<file path="config.mk">
export PLATFORM = sky130hd
export DESIGN_NAME = minmax_queue
export DESIGN_NICKNAME = d
export VERILOG_FILES = /design/src/rtl/minmax_pkg.sv /design/src/rtl/sel_minmax.sv /design/src/rtl/minmax_queue.sv
export SDC_FILE = /design/constraint.sdc
export NUM_CORES = 1
export LEC_CHECK = 0
export CAP_MARGIN = 10
export CORE_MARGIN = 2
export CORE_UTILIZATION = 31
export CTS_CLUSTER_DIAMETER = 30
export DETAILED_ROUTE_END_ITERATION = 6
export SETUP_SLACK_MARGIN = 0.02
export SKIP_LAST_GASP = 1
export SLEW_MARGIN = 20
export SYNTH_ARGS = -nofsm -noshare
export SYNTH_HDL_FRONTEND = slang
export SYNTH_SLANG_ARGS = --single-unit
</file>
<file path="constraint.sdc">
create_clock -name clk -period 20.5 [get_ports clk]
set_input_delay 2.05 -clock clk [delete_from_list [all_inputs] [get_ports clk]]
set_output_delay 2.05 -clock clk [all_outputs]
set_load 0.1 [all_outputs]
</file>
<file path="src/rtl/minmax_pkg.sv">
// Shared selection types and mode constants for sel_minmax and its users.
// MIN offers the smallest key, MAX offers the largest.
package minmax_pkg;
    localparam bit MIN = 1'b1;
    localparam bit MAX = 1'b0;
    localparam int DATA_W = 8;

    typedef logic [DATA_W:0] key_t;
endpackage

</file>
<file path="src/rtl/sel_minmax.sv">
// Combinational min/max selector over IN keys.
// Returns the winning key plus a one-hot winner mask; the lowest index wins ties.
module sel_minmax
    import minmax_pkg::*;
#(
    parameter int DATA = 9,
    parameter int IN = 8,
    parameter bit MINMAX = MIN,
    parameter bit ACT = 1'b1
) (
    input  logic [IN-1:0][DATA-1:0] in,
    output logic [DATA-1:0]         out,
    output logic [IN-1:0]           out_vec
);
    logic [DATA-1:0] best;
    logic [IN-1:0]   hot;
    logic            better;

    always_comb begin
        best = in[0];
        hot = '0;
        hot[0] = 1'b1;
        better = 1'b0;
        for (int i = 1; i < IN; i++) begin
            // Strict compare keeps the earlier index on equal keys.
            better = (MINMAX == MIN) ? (in[i] < best) : (in[i] > best);
            if (better) begin
                best = in[i];
                hot = '0;
                hot[i] = 1'b1;
            end
        end
        out = best;
        out_vec = ACT ? hot : ~hot;
    end
endmodule

</file>
<file path="src/rtl/minmax_queue.sv">
// Priority buffer that always offers its min (or max) stored entry.
// Define MINMAX_Q_BYPASS_EN to pass a value straight through when empty.
module minmax_queue
    import minmax_pkg::*;
#(
    parameter bit MINMAX_ = MIN,
    parameter int DEPTH = 8,
    parameter int DATA = 8,
    localparam int CNT = $clog2(DEPTH + 1)
) (
    input  logic            clk,
    input  logic            reset,
    input  logic            flush,
    input  logic            in_valid,
    output logic            in_ready,
    input  logic [DATA-1:0] in_data,
    output logic            out_valid,
    input  logic            out_ready,
    output logic [DATA-1:0] out_data,
    output logic [CNT-1:0]  cnt,
    output logic            full,
    output logic            empty
);
    logic [DEPTH-1:0]           valid_q;
    logic [DATA-1:0]            data_q [DEPTH];
    logic [CNT-1:0]             cnt_q;
    logic [DEPTH-1:0][DATA:0]   keys;
    logic [DATA:0]              win_key;
    logic [DEPTH-1:0]           win_vec;
    logic [DEPTH-1:0]           free_vec;
    logic                       stored;
    logic                       byp;
    logic                       push;
    logic                       pop;

    // Invalid slots carry the losing top bit, so they never win.
    always_comb begin
        for (int i = 0; i < DEPTH; i++) begin
            keys[i] = (MINMAX_ == MIN) ? {~valid_q[i], data_q[i]}
                                       : {valid_q[i], data_q[i]};
        end
    end

    sel_minmax #(
        .DATA(DATA + 1),
        .IN(DEPTH),
        .MINMAX(MINMAX_),
        .ACT(1'b1)
    ) u_sel (
        .in(keys),
        .out(win_key),
        .out_vec(win_vec)
    );

    always_comb begin
        free_vec = '0;
        for (int i = DEPTH - 1; i >= 0; i--) begin
            if (!valid_q[i]) begin
                free_vec = '0;
                free_vec[i] = 1'b1;
            end
        end
    end

    assign stored = |valid_q;
    assign full = (cnt_q == CNT'(DEPTH));
    assign empty = (cnt_q == '0);
    assign in_ready = ~full;
    assign cnt = cnt_q;

`ifdef MINMAX_Q_BYPASS_EN
    assign byp = empty & in_valid & out_ready & ~flush;
`else
    assign byp = 1'b0;
`endif

    assign push = in_valid & ~full & ~byp;
    assign pop = stored & out_ready;
    assign out_valid = stored | byp;

    always_comb begin
        out_data = '0;
        if (byp) begin
            out_data = in_data;
        end else if (stored) begin
            out_data = win_key[DATA-1:0];
        end
    end

    always_ff @(posedge clk) begin
        if (reset || flush) begin
            valid_q <= '0;
            cnt_q <= '0;
        end else begin
            valid_q <= (valid_q & ~(pop ? win_vec : '0))
                     | (push ? free_vec : '0);
            if (push && !pop) begin
                cnt_q <= cnt_q + CNT'(1);
            end else if (pop && !push) begin
                cnt_q <= cnt_q - CNT'(1);
            end
        end
    end

    always_ff @(posedge clk) begin
        for (int i = 0; i < DEPTH; i++) begin
            if (push && free_vec[i]) begin
                data_q[i] <= in_data;
            end
        end
    end
endmodule

</file>
== Word-level counts from Yosys, hierarchy flattened ==
Memory sizes are Yosys's and may differ from the RTL's.
Index checks and enable logic that the tools add are counted.

* Add/sub/neg operators: 2
* $lt $le $gt $ge: 7
* Eq/ne operators: 1
* Multiplexer cells: 64
* Bitwise operators: 14
* Reductions and logical operators: 23

{| class="wikitable"
|+ Operators by type and width
! kind !! number
|-
| $mux W8 || 20
|-
| $reduce_or A8 Y1 || 8
|-
| $lt A9 B9 Y1 || 7
|-
| $mux W9 || 6
|-
| $mux W3 || 8
|-
| $mux W1 || 23
|-
| $mux W4 || 3
|-
| $logic_and A1 B1 Y1 || 10
|-
| $not A1 Y1 || 9
|-
| $and A8 B8 Y8 || 1
|-
| $not A8 Y8 || 1
|-
| $or A8 B8 Y8 || 1
|-
| $mux W7 || 1
|-
| $mux W6 || 1
|-
| $mux W5 || 1
|-
| $add A4 B1 Y4 const B || 1
|-
| $eq A4 B4 Y1 const B || 1
|-
| $logic_not A4 Y1 || 1
|-
| $sub A4 B1 Y4 const B || 1
|-
| $and A1 B1 Y1 || 2
|-
| $logic_not A1 Y1 || 2
|-
| $mux W2 || 1
|-
| $reduce_bool A2 Y1 || 1
|-
| $logic_or A1 B1 Y1 || 1
|}

* Register bits: 12
* Memory bits (writable): 64
* Output and inout port bits: 16
* Word-level logic and storage cells: 114
* Memories kept: 1

{| class="wikitable"
|+ Memory list
! memory !! depth !! width !! rd ports !! clocked after Yosys merged registers in !! wr ports !! line !! source
|-
| data_q || 8 || 8 || 8 || 0 || 1 || minmax_queue.sv:25 || <nowiki>logic [DATA-1:0] data_q [DEPTH];</nowiki>
|}

== Logic depth before layout (Yosys ltp) ==
* Word-level depth: 19
* Mapped depth: 80
* Mapped depth without buffers: 73

== Cells and area by module ==
Synthesis repeated with hierarchy kept, for this count alone.

* Cell total of the unflattened synthesis: 539
* Area, all modules: 5298.8 µm²

{| class="wikitable"
|+ By module, submodules not included
! module !! instances !! cells an instance !! area each (µm²) !! sequential area each (µm²)
|-
| minmax_queue || 1 || 159 || 2673.8 || 2162.1
|-
| sel_minmax || 1 || 380 || 2625.0 || 0.0
|}

== Worst setup path after synthesis ==
Ideal clock, no wire load.

* Kind: flip-flop to output port
* From: mem data_q[1][6], in the netlist data_q[0][14]
* To: out out_data[0]
* Arrival: 14620 ps
* Required time: 18450 ps
* Path slack: 3830 ps
* Cell stages (with the launch flop): 77
* Path buffers: 7
* Cells stage by stage: edfxtp_1 -> ha_1 -> a21o_1 -> a221oi_2 -> o31ai_2 -> nor2_4 -> clkbuf_1 -> nor2_1 -> a21o_1 -> ha_1 -> and3_1 -> nand3_1 -> a21oi_1 -> nand3_1 -> and3_1 -> a21o_4 -> buf_6 -> clkbuf_1 -> [41 not listed] -> a21oi_1 -> nor2b_1 -> o21ai_0 -> nand2b_1 -> o22a_1 -> a31o_1 -> o21ai_2 -> mux2_2 -> ha_1 -> a21o_1 -> a21o_1 -> a21oi_1 -> o21ai_0 -> nor3b_1 -> nor2b_1 -> a221o_1 -> or3b_1 -> a21boi_1

{| class="wikitable"
|+ RTL lines
! element !! line !! source
|-
| from (decl) || minmax_queue.sv:25 ||
|-
| to (decl) || minmax_queue.sv:19 || <nowiki>output logic [DATA-1:0] out_data,</nowiki>
|}

==> impl_metrics.yaml <==
floorplan:
  die_w_um: 133
  io-pin-count: 29
  rows: 47
  initial_core_util_pct: 31.3
  dieArea_sq_um: 17600
  die_h_um: 133
  core-area_sq_um: 16300
status:
  status: "finished, final reports clean"
final_layout:
  syn_to_final_growth_pct: 16.0
  final_cell_mix: "edfxtp_1, ha_1, inv_1"
  fin_nets: 607
  fill_cells: 1653
  drive_gt1_share_pct: 9.23
  fin_area_sq_um: 5940
  mostFrequentLayoutCell: "edfxtp_1"
  diodes: 0
clock_network:
  hold_buffers: 0
  htree_num_levels: 3
  clk_latency_ps: 340
  tritoncts: "built"
  clock-sinks: 76
  clk_pin_slew_worst_paths_ps: 60
  post_cts_resize_count: 0
  cts_root_buf: "clkbuf_16"
  cts.path.max_buffers: 2
  cts_buffers: 9
  post_cts.repair.setup_buffers: 0
detailed_routing:
  vias: 4005
  via_per_inst: 5.26
  finalWirelength_um: 12300
  ant_nets: 0
  avgRoutedWirePerCell_um: 16.2
  first_iter_violations: 224
  dr.pass1.iters: 5
  drc: 0
synthesis:
  avgSynthCellArea_sq_um: 10.1
  syn_nets: 576
  synth_edf_count: 64
  yosysSeqAreaShare_pct: 42.2
  synth_ff_type: "edfxtp_1"
  ys_ff_latch: 76
  ys_warn_count: 0
  synthArstFlopShare_pct: 0
  syn_inst: 506
  netlist_area_sq_um: 5120
  synth_cell_types: 68
worst_setup_path:
  crit_type: "reg2out"
  worstPathRequired_ps: 18450
  arrival_ps: 16840
  cpMostUsedCell: "a21o_1"
  reg2reg_from: "data_q[0][7]"
  cpMaxStageDelayCell: "clkdlybuf4s50_1"
  reg2reg_to: "valid_q[1]"
  worst-r2r-setup-slack_ps: 4820
  slowest_delay_ps: 1160
  path_max_fanout: 22
  start_kind: "flop"
  worstRegToRegCells: 72
  end_kind: "output pin"
grt:
  grt_pass1_vias: 3946
  antenna_found_initial: 0
  grt_pass1_wl_um: 19900
  grt_usage_pct: 14.2
  grt_overflow: 0
  grt_max_degree: 23
sta:
  period_needed_ps: 18890
  setup_viol: 0
  fin_crit_sh_pct: 92.2
  fmax_ghz: 0.0529
  hold_viol: 0
  setup_tns_ps: 0
  relSlewSlack_pct: 28.4
  drv_slew: 0
  tightest_slew_ps: 1070
  rsz0062_at_grt: "false"
  skew_ps: 4.72
hold_path:
  worstHoldStart: "valid_q[2]"
  hold_depth: 1
  hold_class: "reg2reg"
  worst_hold_path.endpoint: "valid_q[2]"
place:
  place_congestion: 0.845
  post-dp-hpwl_um: 9550
  portBuffers: 28
  dpl_cell_area_sq_um: 5650
pwr:
  power_w: 0.000687
  peakVddDrop_uv: 48.4
  cellPowerDensity_nw_per_um2: 116
  p_leak_nw: 2.42
flow_run:
  maxCapViolations: 0
-- per-stage QoR --
step / utilization (%) / hold slack, ps / worst slack, ps / instances
2_1_floorplan: - / 449 / 3830 / 506
3_3_place_gp: 34.5 / 471 / 2490 / 746
3_5_place_dp: 34.5 / 473 / 2140 / 746
4_1_cts: 36.3 / 485 / 1760 / 762
5_1_grt: 36.4 / 505 / 313 / 762
6_report: 36.4 / 481 / 1610 / 762
-- worst max path at each step --
stage / startpoint / to / slack (ps) / cells past startpoint
floorplan: data_q[0][14] / out_data[0] / 3830 / 76
global placement: data_q[0][14] / out_data[0] / 2490 / 70
detailed placement: data_q[0][14] / out_data[2] / 2140 / 72
CTS: data_q[0][14] / out_data[2] / 1760 / 70
global route: valid_q[0] / out_data[2] / 310 / 71
finish: data_q[0][7] / out_data[2] / 1610 / 73
-- where the power goes --
part           internal (W)  switching, W  total (W)
sequential         0.000170    0.00000178   0.000172
combinational      0.000137      0.000223   0.000360
clock             0.0000926     0.0000630   0.000156
total              0.000399      0.000288   0.000687
-- flip-flops by register name, indices dropped and copies added, names as in the netlist --
name / flops
cnt: 4
valid_q: 8
data_q: 64
-- final cells by class --
cell class / instances / area (sq um) / area share (%)
Multi-Input combinational cell: 367 / 2720 / 45.8
Sequential cell: 76 / 2160 / 36.4
Timing Repair Buffer: 30 / 295 / 4.97
Tap cell: 220 / 275 / 4.63
Clock buffer: 13 / 272 / 4.57
Inverter: 53 / 199 / 3.35
Clock inverter: 3 / 20.0 / 0.337
-- synth_stat cells, drive strengths merged (3+ instances only) --
library cell | instances | share of area (%)
inv | 53 | 3.9
and3 | 9 | 1.2
buf | 5 | 0.66
mux2 | 20 | 4.4
o31a | 3 | 0.51
or2 | 4 | 0.49
nor3 | 8 | 0.78
nand4 | 6 | 0.73
a211oi | 5 | 0.73
clkbuf | 5 | 0.37
nor2 | 31 | 2.4
edfxtp | 64 | 38
nand2b | 5 | 0.61
and2 | 6 | 0.73
nor2b | 5 | 0.66
dfxtp | 12 | 4.7
mux2i | 14 | 2.7
ha | 56 | 14
a311oi | 4 | 0.81
a21o | 23 | 3.5
a21oi | 35 | 3.5
nand3 | 20 | 2.0
o21ai | 35 | 3.5
o311ai | 3 | 0.66
nand2 | 34 | 2.5
a31oi | 7 | 0.85
-- cell families after synthesis --
family / Yosys count / share of synthesized area, %
mux: 34 / 7.13
flops: 76 / 42.2
fa+ha+maj: 57 / 14.1
compound gates: 135 / 17.5
simple gates: 138 / 13.7
buf+inv: 63 / 4.91
xor+xnor: 3 / 0.513
-- routing by layer --
metal  global-route usage, %  wire length [um]
met2                    23.7              5890
met1                    18.9              5840
met3                    1.61               380
met4                    5.32               212
met5                       0                 0
-- worst max-delay path: cells and delay by family, from the launching register on --
family	cells	cell delay (ps)
fa+ha+maj	7	1900
compound gates	41	8150
simple gates	14	2870
mux	5	1460
buf+inv	6	1670
flops	1	370
Note: power is estimated with default switching activity, not from simulation.
